$ cat config.mk
export PLATFORM = sky130hd
export DESIGN_NAME = shift_rows_serial
export DESIGN_NICKNAME = d
export VERILOG_FILES = /design/src/rtl/shift_rows_serial.sv
export SDC_FILE = /design/constraint.sdc
export NUM_CORES = 1
export LEC_CHECK = 0
export ABC_CLOCK_PERIOD_IN_PS = 2850
export CELL_PAD_IN_SITES_DETAIL_PLACEMENT = 1
export CELL_PAD_IN_SITES_GLOBAL_PLACEMENT = 2
export CORE_MARGIN = 10
export CORE_UTILIZATION = 35
export CTS_CLUSTER_SIZE = 16
export DETAILED_ROUTE_END_ITERATION = 10
export PLACE_DENSITY_LB_ADDON = 0.1
export SLEW_MARGIN = 25
export SYNTH_ARGS = -nofsm -noshare
export SYNTH_HDL_FRONTEND = slang
export SYNTH_SLANG_ARGS = --single-unit
export TNS_END_PERCENT = 5
$ cat constraint.sdc
create_clock -name clock -period 2.85 [get_ports clock]
set_clock_uncertainty 0.1 [all_clocks]
set_input_delay 0.855 -clock clock [delete_from_list [all_inputs] [get_ports clock]]
set_output_delay 0.855 -clock clock [all_outputs]
set_load 0.01 [all_outputs]
$ cat src/rtl/shift_rows_serial.sv
// rtl/shift_rows_serial.sv - byte-serial forward AES ShiftRows; SHIFT_ROWS_PINGPONG_EN selects two-bank streaming
// Input and output bytes are column-major (i = row + 4*col); row r is rotated left by r.
module shift_rows_serial (
  input  logic       clock,
  input  logic       resetn,
  input  logic       clear,
  input  logic [7:0] in_byte,
  input  logic       in_valid,
  output logic       in_ready,
  output logic [7:0] out_byte,
  output logic       out_valid,
  input  logic       out_ready,
  output logic       out_last
);

  // Source index of output byte k: same row, column advanced by the row number.
  function automatic logic [3:0] perm(input logic [3:0] k);
    logic [1:0] col;
    col = k[3:2] + k[1:0];
    return {col, k[1:0]};
  endfunction

  logic [3:0] wcnt;
  logic [3:0] rcnt;
  logic       wr_fire;
  logic       rd_fire;

  assign wr_fire  = in_valid && in_ready;
  assign rd_fire  = out_valid && out_ready;
  assign out_last = out_valid && (rcnt == 4'd15);

`ifdef SHIFT_ROWS_PINGPONG_EN

  logic [7:0] bank [0:1][0:15];
  logic [1:0] full;
  logic       wsel;
  logic       rsel;

  assign in_ready  = !full[wsel];
  assign out_valid = full[rsel];
  assign out_byte  = bank[rsel][perm(rcnt)];

  // Write and read never touch the same bank in one cycle: one needs it empty, the other full.
  always_ff @(posedge clock or negedge resetn) begin
    if (!resetn) begin
      wcnt <= 4'd0;
      rcnt <= 4'd0;
      wsel <= 1'b0;
      rsel <= 1'b0;
      full <= 2'b00;
      for (int b = 0; b < 2; b++) begin
        for (int i = 0; i < 16; i++) begin
          bank[b][i] <= 8'h00;
        end
      end
    end else if (clear) begin
      wcnt <= 4'd0;
      rcnt <= 4'd0;
      wsel <= 1'b0;
      rsel <= 1'b0;
      full <= 2'b00;
    end else begin
      if (wr_fire) begin
        bank[wsel][wcnt] <= in_byte;
        wcnt             <= wcnt + 4'd1;
        if (wcnt == 4'd15) begin
          full[wsel] <= 1'b1;
          wsel       <= ~wsel;
        end
      end
      if (rd_fire) begin
        rcnt <= rcnt + 4'd1;
        if (rcnt == 4'd15) begin
          full[rsel] <= 1'b0;
          rsel       <= ~rsel;
        end
      end
    end
  end

`else

  localparam logic [0:0] FILL  = 1'b0;
  localparam logic [0:0] DRAIN = 1'b1;

  logic [7:0] bank [0:15];
  logic [0:0] state;

  assign in_ready  = (state == FILL);
  assign out_valid = (state == DRAIN);
  assign out_byte  = bank[perm(rcnt)];

  always_ff @(posedge clock or negedge resetn) begin
    if (!resetn) begin
      wcnt  <= 4'd0;
      rcnt  <= 4'd0;
      state <= FILL;
      for (int i = 0; i < 16; i++) begin
        bank[i] <= 8'h00;
      end
    end else if (clear) begin
      wcnt  <= 4'd0;
      rcnt  <= 4'd0;
      state <= FILL;
    end else begin
      if (wr_fire) begin
        bank[wcnt] <= in_byte;
        wcnt       <= wcnt + 4'd1;
        if (wcnt == 4'd15) begin
          state <= DRAIN;
        end
      end
      if (rd_fire) begin
        rcnt <= rcnt + 4'd1;
        if (rcnt == 4'd15) begin
          state <= FILL;
        end
      end
    end
  end

`endif

endmodule

==> impl_metrics.tcl, run 1 <==
set metrics [dict create \
    status "finished, violations left" \
    violations "negative setup slack" \
    avgSynthCellArea_um2 15.31 \
    synthFlopType "dfrtp_1" \
    clk_path_buf_depth 2 \
    drc 0 \
    dpl.hpwl_um 10850 \
    gp_congestion 0.7285 \
    first_iter_violations 204 \
    yosysSeqAreaShare 0.5333 \
    grtUsageTotal 0.1446 \
    end_kind "output port" \
    crit_end "out_byte[6]" \
    synth-edff-count 0 \
    crit_start "rcnt[0]$_DFFE_PN0P_" \
    rsz0062_at_grt "yes" \
    clk_pin_slew_worst_paths_ns 0.06 \
    fin_crit_sh 1.142 \
    synthCells 420 \
    cts_tree "yes" \
    layout_common_cells "136 x dfrtp_1, 128 x mux2_2, 32 x mux4_2" \
    rows 49 \
    nNetsFinal 499 \
    pwr-share-comb 0.098 \
    drtPass1Iterations 4 \
    rr_startpoint "wcnt[1]$_DFFE_PN0P_" \
    async_reset_ff_frac 1.000 \
    pwr-share-clk 0.478 \
    viasPerCell 5.193 \
    reg2regPathDepth 6 \
    intPower_mw 4.015 \
    max_slew_margin 0.5641 \
    placed_cells 687 \
    cts.htree.levels 4 \
    fillers 1782 \
    netlist_area_mm2 0.006429 \
    fmax_mhz 307.2 \
    port_buffers 23 \
    final_cells 722 \
    ant_nets 0 \
    clock_latency_ns 0.43 \
    ys_warn_count 0 \
    p_leak_nw 3.716 \
    layout_min_cycle_time_ns 3.255 \
    start_util 0.3567 \
    drive_above_1_share 0.5294 \
    synth_cell_type_count 31 \
    cp_cell_sequence "buf_12 -> mux4_2 -> mux2i_4 -> buf_4 -> a211oi_1 -> clkdlybuf4s15_1" \
    diodes 0 \
    clock-sinks 137 \
    syn_nets 439 \
    regToRegSetupSlack_ns 0.91 \
    vias 3749 \
    slew_viol_final 0 \
    required_ns 1.90 \
    crit_type "flip-flop to output port" \
    placed_area_mm2 0.007343 \
    pre_cts_ws_ns -0.3593 \
    ys_ff_latch 137 \
    p_switching_mw 1.158 \
    grt_pass1_wl_um 26330 \
    peakVddDrop_v 0.0004353 \
    chipHeight_um 155.5 \
    postRouteWirelength_um 16300 \
    cts_buffers 17 \
    grt_max_degree 57 \
    max_cap_violations 0 \
    setup_viol 8 \
    finalPower_mw 5.173 \
    antenna_found_initial 0 \
    grt.overflow.total 0 \
    die_w_um 155.5 \
    cp_slowest_cell "mux4_2" \
    cp-start-kind "flip-flop" \
    hold_viol 0 \
    rr_endpoint "bank[17]$_DFFE_PN0P_" \
    grt_pass1_vias 4305 \
    p_per_area_mw_per_mm2 634.8 \
    final_cell_area_mm2 0.008149 \
    final_core_util 0.4521 \
    area_growth_pct 26.76 \
    holdCritPathClass "input port to async pin" \
    slowest_delay_ns 0.54 \
    arrival_ns 2.30 \
    worst_slack_ns -0.4049 \
    cts_root_buffer "clkbuf_16" \
    final_common_cell "dfrtp_1" \
    dieArea_mm2 0.02419 \
    coreArea_mm2 0.01802 \
    io_pins 24 \
    seqPwrFrac 0.424 \
    drt-wirelength-per-cell_um 22.58 \
    worstMarginPinSlew_ns 0.6519 \
    p_sw_frac 0.2239 \
    cp_max_fo 8 \
]
==> power by group through the flow <==
| stage | registers (mW) | clock network [mW] | logic [mW] |
|---|---|---|---|
| detailed placement | 2.23 | 0 | 0.524 |
| global placement | 2.22 | 0 | 0.503 |
| CTS | 2.19 | 2.53 | 0.519 |
| global route | 2.21 | 2.63 | 0.561 |
| finish | 2.19 | 2.47 | 0.508 |
| floorplan | 2.19 | 0 | 0.315 |
==> kinds of logic after synthesis <==
logic type,synth area share
AO/OA/AOI/OAI,0.01343
AND/OR/NAND/NOR,0.04846
multiplexers,0.3564
buffers and inverters,0.02491
adder cells (fa/ha/maj),0.01168
flip-flops,0.5333
XOR/XNOR,0.01187
==> area by class of cell <==
cell class	instances	area, µm²	area share
tap	229	286.5	0.03516
multi-input combinational	252	2925	0.3590
timing repair buffer	68	829.5	0.1018
sequential	137	3430	0.4209
clock inverter	11	192.7	0.02365
clock buffer	21	470.5	0.05773
inverter	4	15.01	0.001842
==> state kept, by name, indices dropped and copies added (netlist names) <==
name and count:
rcnt 4, out_valid 1, wcnt 4, bank 128
==> metal layers <==
metal | share of wire | GRT usage | wire length [µm]
met4 | 0.012 | 0.04011 | 197
met5 | 0 | 0 | 0
met1 | 0.48 | 0.1884 | 7749
met2 | 0.48 | 0.2301 | 7860
met3 | 0.030 | 0.04191 | 492
==> how the worst min path moves through the flow <==
stage / start / endpoint / slack (ns) / cells after the start
floorplan: bank[48]$_DFFE_PN0P_ / bank[48]$_DFFE_PN0P_ / 0.37 / 1
global placement: bank[48]$_DFFE_PN0P_ / bank[48]$_DFFE_PN0P_ / 0.38 / 1
detailed placement: bank[16]$_DFFE_PN0P_ / bank[16]$_DFFE_PN0P_ / 0.39 / 1
CTS: resetn / bank[100]$_DFFE_PN0P_ / 0.28 / 1
global route: resetn / bank[100]$_DFFE_PN0P_ / 0.29 / 1
finish: resetn / bank[100]$_DFFE_PN0P_ / 0.27 / 1
==> synth_stat cells, types with 3 or more instances <==
master | count | area, µm²
a211oi_1 | 5 | 37.54
a21oi_1 | 3 | 15.01
and3_1 | 4 | 25.02
and4bb_1 | 3 | 37.54
buf_2 | 13 | 65.06
clkbuf_1 | 11 | 41.29
dfrtp_1 | 137 | 3428
ha_1 | 6 | 75.07
inv_1 | 4 | 15.01
mux2_2 | 128 | 1441
mux2i_1 | 8 | 80.08
mux4_1 | 7 | 183.9
mux4_2 | 26 | 585.6
nand2_1 | 16 | 60.06
nand3_1 | 8 | 40.04
nor2_1 | 8 | 30.03
nor3_1 | 11 | 55.05
xor2_1 | 4 | 35.03
==> metrics by stage <==
step / TNS, ns / hold slack (ns)
6_report: -2.709 / 0.2691
5_1_grt: -3.350 / 0.2946
4_1_cts: -2.918 / 0.2819
3_5_place_dp: -2.395 / 0.3887
3_3_place_gp: -2.246 / 0.3816
2_1_floorplan: 0 / 0.3704
==> critical path: cells and delay by family (launching register included) <==
kind / cells / cell delay (ns)
muxes: 2 / 0.75
buffers and inverters: 3 / 0.58
DFF: 1 / 0.45
AOI/OAI and AO/OA: 1 / 0.08
==> what timing repair did <==
item / CTS / global route
gates resized for setup: 62 / 1
endpoints found under the setup margin: 9 / 8
setup buffers: 2 / 0
cloned: 1 / 0
pin swaps: 5 / 0
hold buffers: 0 / 0
(Power assumes the default switching activity.)
==> run 2, diff against run 1 <==
--- a/config.mk
+++ b/config.mk
@@ -10,6 +10,7 @@
 export CELL_PAD_IN_SITES_GLOBAL_PLACEMENT = 2
 export CORE_MARGIN = 10
 export CORE_UTILIZATION = 35
+export CTS_CLUSTER_DIAMETER = 60
 export CTS_CLUSTER_SIZE = 16
 export DETAILED_ROUTE_END_ITERATION = 10
 export PLACE_DENSITY_LB_ADDON = 0.1
==> results of run 2 <==
The final DEF is identical to that of run 1; final timing and power are the same.
==> run 3, diff against run 2 <==
--- a/config.mk
+++ b/config.mk
@@ -8,10 +8,9 @@
 export ABC_CLOCK_PERIOD_IN_PS = 2850
 export CELL_PAD_IN_SITES_DETAIL_PLACEMENT = 1
 export CELL_PAD_IN_SITES_GLOBAL_PLACEMENT = 2
-export CORE_MARGIN = 10
 export CORE_UTILIZATION = 35
 export CTS_CLUSTER_DIAMETER = 60
-export CTS_CLUSTER_SIZE = 16
+export CTS_CLUSTER_SIZE = 8
 export DETAILED_ROUTE_END_ITERATION = 10
 export PLACE_DENSITY_LB_ADDON = 0.1
 export SLEW_MARGIN = 25
==> run 3 against run 2 <==
Effect of this change:
- the run still ends with negative setup slack left
- combinational power shrank 2%
- maximum frequency rose by 1.2%
- hold slack gained 0.053 ns
- first-iteration DRC count decreased by 38%
- wire length grew 0.40%
- sequential share of layout area decreased by 0.30 points
- final cell count grew 1.4%
- power is 8.2% lower
- critical path type unchanged
- critical endpoint is now out_byte[5]
- highest routed layer unchanged
==> impl_metrics.tcl, run 3 (synthesis gave the netlist of run 1 again) <==
set metrics [dict create \
    p_leak_nw 3.733 \
    reg.largest.list "bank (128), rcnt (4), wcnt (4)" \
    finalPower_mw 4.750 \
    intPower_mw 3.626 \
    worstMarginPinSlew_ns 0.6283 \
    die_w_um 137.5 \
    first_iter_violations 126 \
    hold_viol 0 \
    drc 0 \
    port_buffers 23 \
    arrival_ns 2.26 \
    cpMostUsedCell "buf_6" \
    required_ns 1.90 \
    postRouteWirelength_um 16370 \
    max_cap_violations 0 \
    cp_cell_sequence "ha_4 -> buf_6 -> buf_16 -> buf_12 -> buf_6 -> mux2i_4 -> a211oi_2 -> buf_2" \
    chipHeight_um 137.5 \
    end_kind "output port" \
    grt_max_degree 63 \
    rr_startpoint "wcnt[1]$_DFFE_PN0P_" \
    cp_slowest_cell "dfrtp_2" \
    fmax_mhz 311.0 \
    drtPass1Iterations 4 \
    cp_max_fo 6 \
    crit_type "flip-flop to output port" \
    cts_tree "yes" \
    ant_nets 0 \
    placed_area_mm2 0.007308 \
    io_pins 24 \
    rsz0062_at_grt "yes" \
    regToRegSetupSlack_ns 0.92 \
    seqPwrFrac 0.460 \
    finalSetupTns_ns -2.561 \
    final_cell_area_mm2 0.008208 \
    cts_buffers 17 \
    area_growth_pct 27.68 \
    p_switching_mw 1.124 \
    layout_common_cells "136 x dfrtp_1, 128 x mux2_2, 31 x mux4_2" \
    drt-wirelength-per-cell_um 22.36 \
    gp_congestion 0.7062 \
    violations "negative setup slack" \
    start_util 0.3579 \
    clock_latency_ns 0.42 \
    holdCritPathClass "input port to async pin" \
    vias 3820 \
    drive_above_1_share 0.5467 \
    final_core_util 0.4569 \
    grtUsageTotal 0.1906 \
    grt_pass1_wl_um 25700 \
    regMostFlops "bank" \
    final_cells 732 \
    slowest_delay_ns 0.44 \
    crit_start "rcnt[0]$_DFFE_PN0P_" \
    diodes 0 \
    final_common_cell "dfrtp_1" \
    rows 49 \
    grt_pass1_vias 4274 \
    crit_end "out_byte[5]" \
    peakVddDrop_v 0.0004111 \
    clk_pin_slew_worst_paths_ns 0.05 \
    grt.overflow.total 0 \
    viasPerCell 5.219 \
    dieArea_mm2 0.01891 \
    p_sw_frac 0.2367 \
    fin_crit_sh 1.128 \
    status "finished, violations left" \
    dpl.hpwl_um 10330 \
    reg2regPathDepth 6 \
    layout_min_cycle_time_ns 3.215 \
    coreArea_mm2 0.01796 \
    clk_path_buf_depth 2 \
    max_slew_margin 0.5798 \
    pwr-share-comb 0.104 \
    placed_cells 684 \
    largest_reg_flops 128 \
    setup_viol 8 \
    worst_slack_ns -0.3652 \
    clock-sinks 137 \
    pre_cts_ws_ns -0.3003 \
    p_per_area_mw_per_mm2 578.7 \
    pwr-share-clk 0.435 \
    cts_root_buffer "clkbuf_16" \
    antenna_found_initial 0 \
    cp-start-kind "flip-flop" \
    nNetsFinal 510 \
    hold_slack_ns 0.3222 \
    cts.htree.levels 4 \
    rr_endpoint "bank[17]$_DFFE_PN0P_" \
    slew_viol_final 0 \
]
==> run 3: changes by cell type in the layout (fill, tap and decap cells not counted), sizes merged <==
cell / before / now
clkdlybuf4s15: 2 / 0
dlygate4sd2: 1 / 0
clkinvlp: 2 / 5
clkinv: 4 / 5
bufinv: 5 / 1
clkbuf: 21 / 25
buf: 52 / 61
==> run 3: power groups by stage <==
stage / Sequential [mW] / Clock [mW] / Combinational [mW]
floorplan: 2.19 / 0 / 0.315
global placement: 2.22 / 0 / 0.496
detailed placement: 2.22 / 0 / 0.514
CTS: 2.19 / 2.14 / 0.504
global route: 2.21 / 2.21 / 0.549
finish: 2.19 / 2.07 / 0.496
==> run 3: worst min path at each step <==
stage | end | slack (ns) | depth (start not counted)
3_5_place_dp | bank[56]$_DFFE_PN0P_ | 0.39 | 1
3_3_place_gp | bank[56]$_DFFE_PN0P_ | 0.38 | 1
2_1_floorplan | bank[48]$_DFFE_PN0P_ | 0.37 | 1
5_1_grt | bank[120]$_DFFE_PN0P_ | 0.36 | 1
4_1_cts | bank[50]$_DFFE_PN0P_ | 0.35 | 1
6_report | bank[120]$_DFFE_PN0P_ | 0.32 | 1
==> run 3: per-layer routing <==
layer  vias to the layer above  part of all wire  track usage
met5                         -                 0            0
met4                         0             0.011      0.04945
met3                        15             0.026      0.04305
met2                        47              0.49       0.2976
met1                      2053              0.48       0.2669
li1                       1705                 -            -
==> run 3: cell type report <==
| class | count | area, µm² |
|---|---|---|
| clock buffers | 20 | 456.7 |
| clock inverters | 11 | 100.1 |
| fillers | 1767 | 9756 |
| inverters | 4 | 15.01 |
| multi-input cells | 252 | 2947 |
| flip-flops and latches | 137 | 3430 |
| well taps | 229 | 286.5 |
| repair buffers | 79 | 973.4 |
==> run 3: worst max-delay path, delay by kind of cell, from the launching register on <==
family | cells | cell delay (ns)
buf+inv | 5 | 0.67
flops | 1 | 0.44
fa+ha+maj | 1 | 0.27
compound gates | 1 | 0.27
mux | 1 | 0.19
==> run 3: timing repair <==
action | 4_1_cts | 5_1_grt
pin swaps | 2 | 7
setup endpoints to repair | 9 | 9
resized for setup | 55 | 23
hold buffers | 0 | 0
cloned | 2 | 3
buffers inserted | 4 | 9
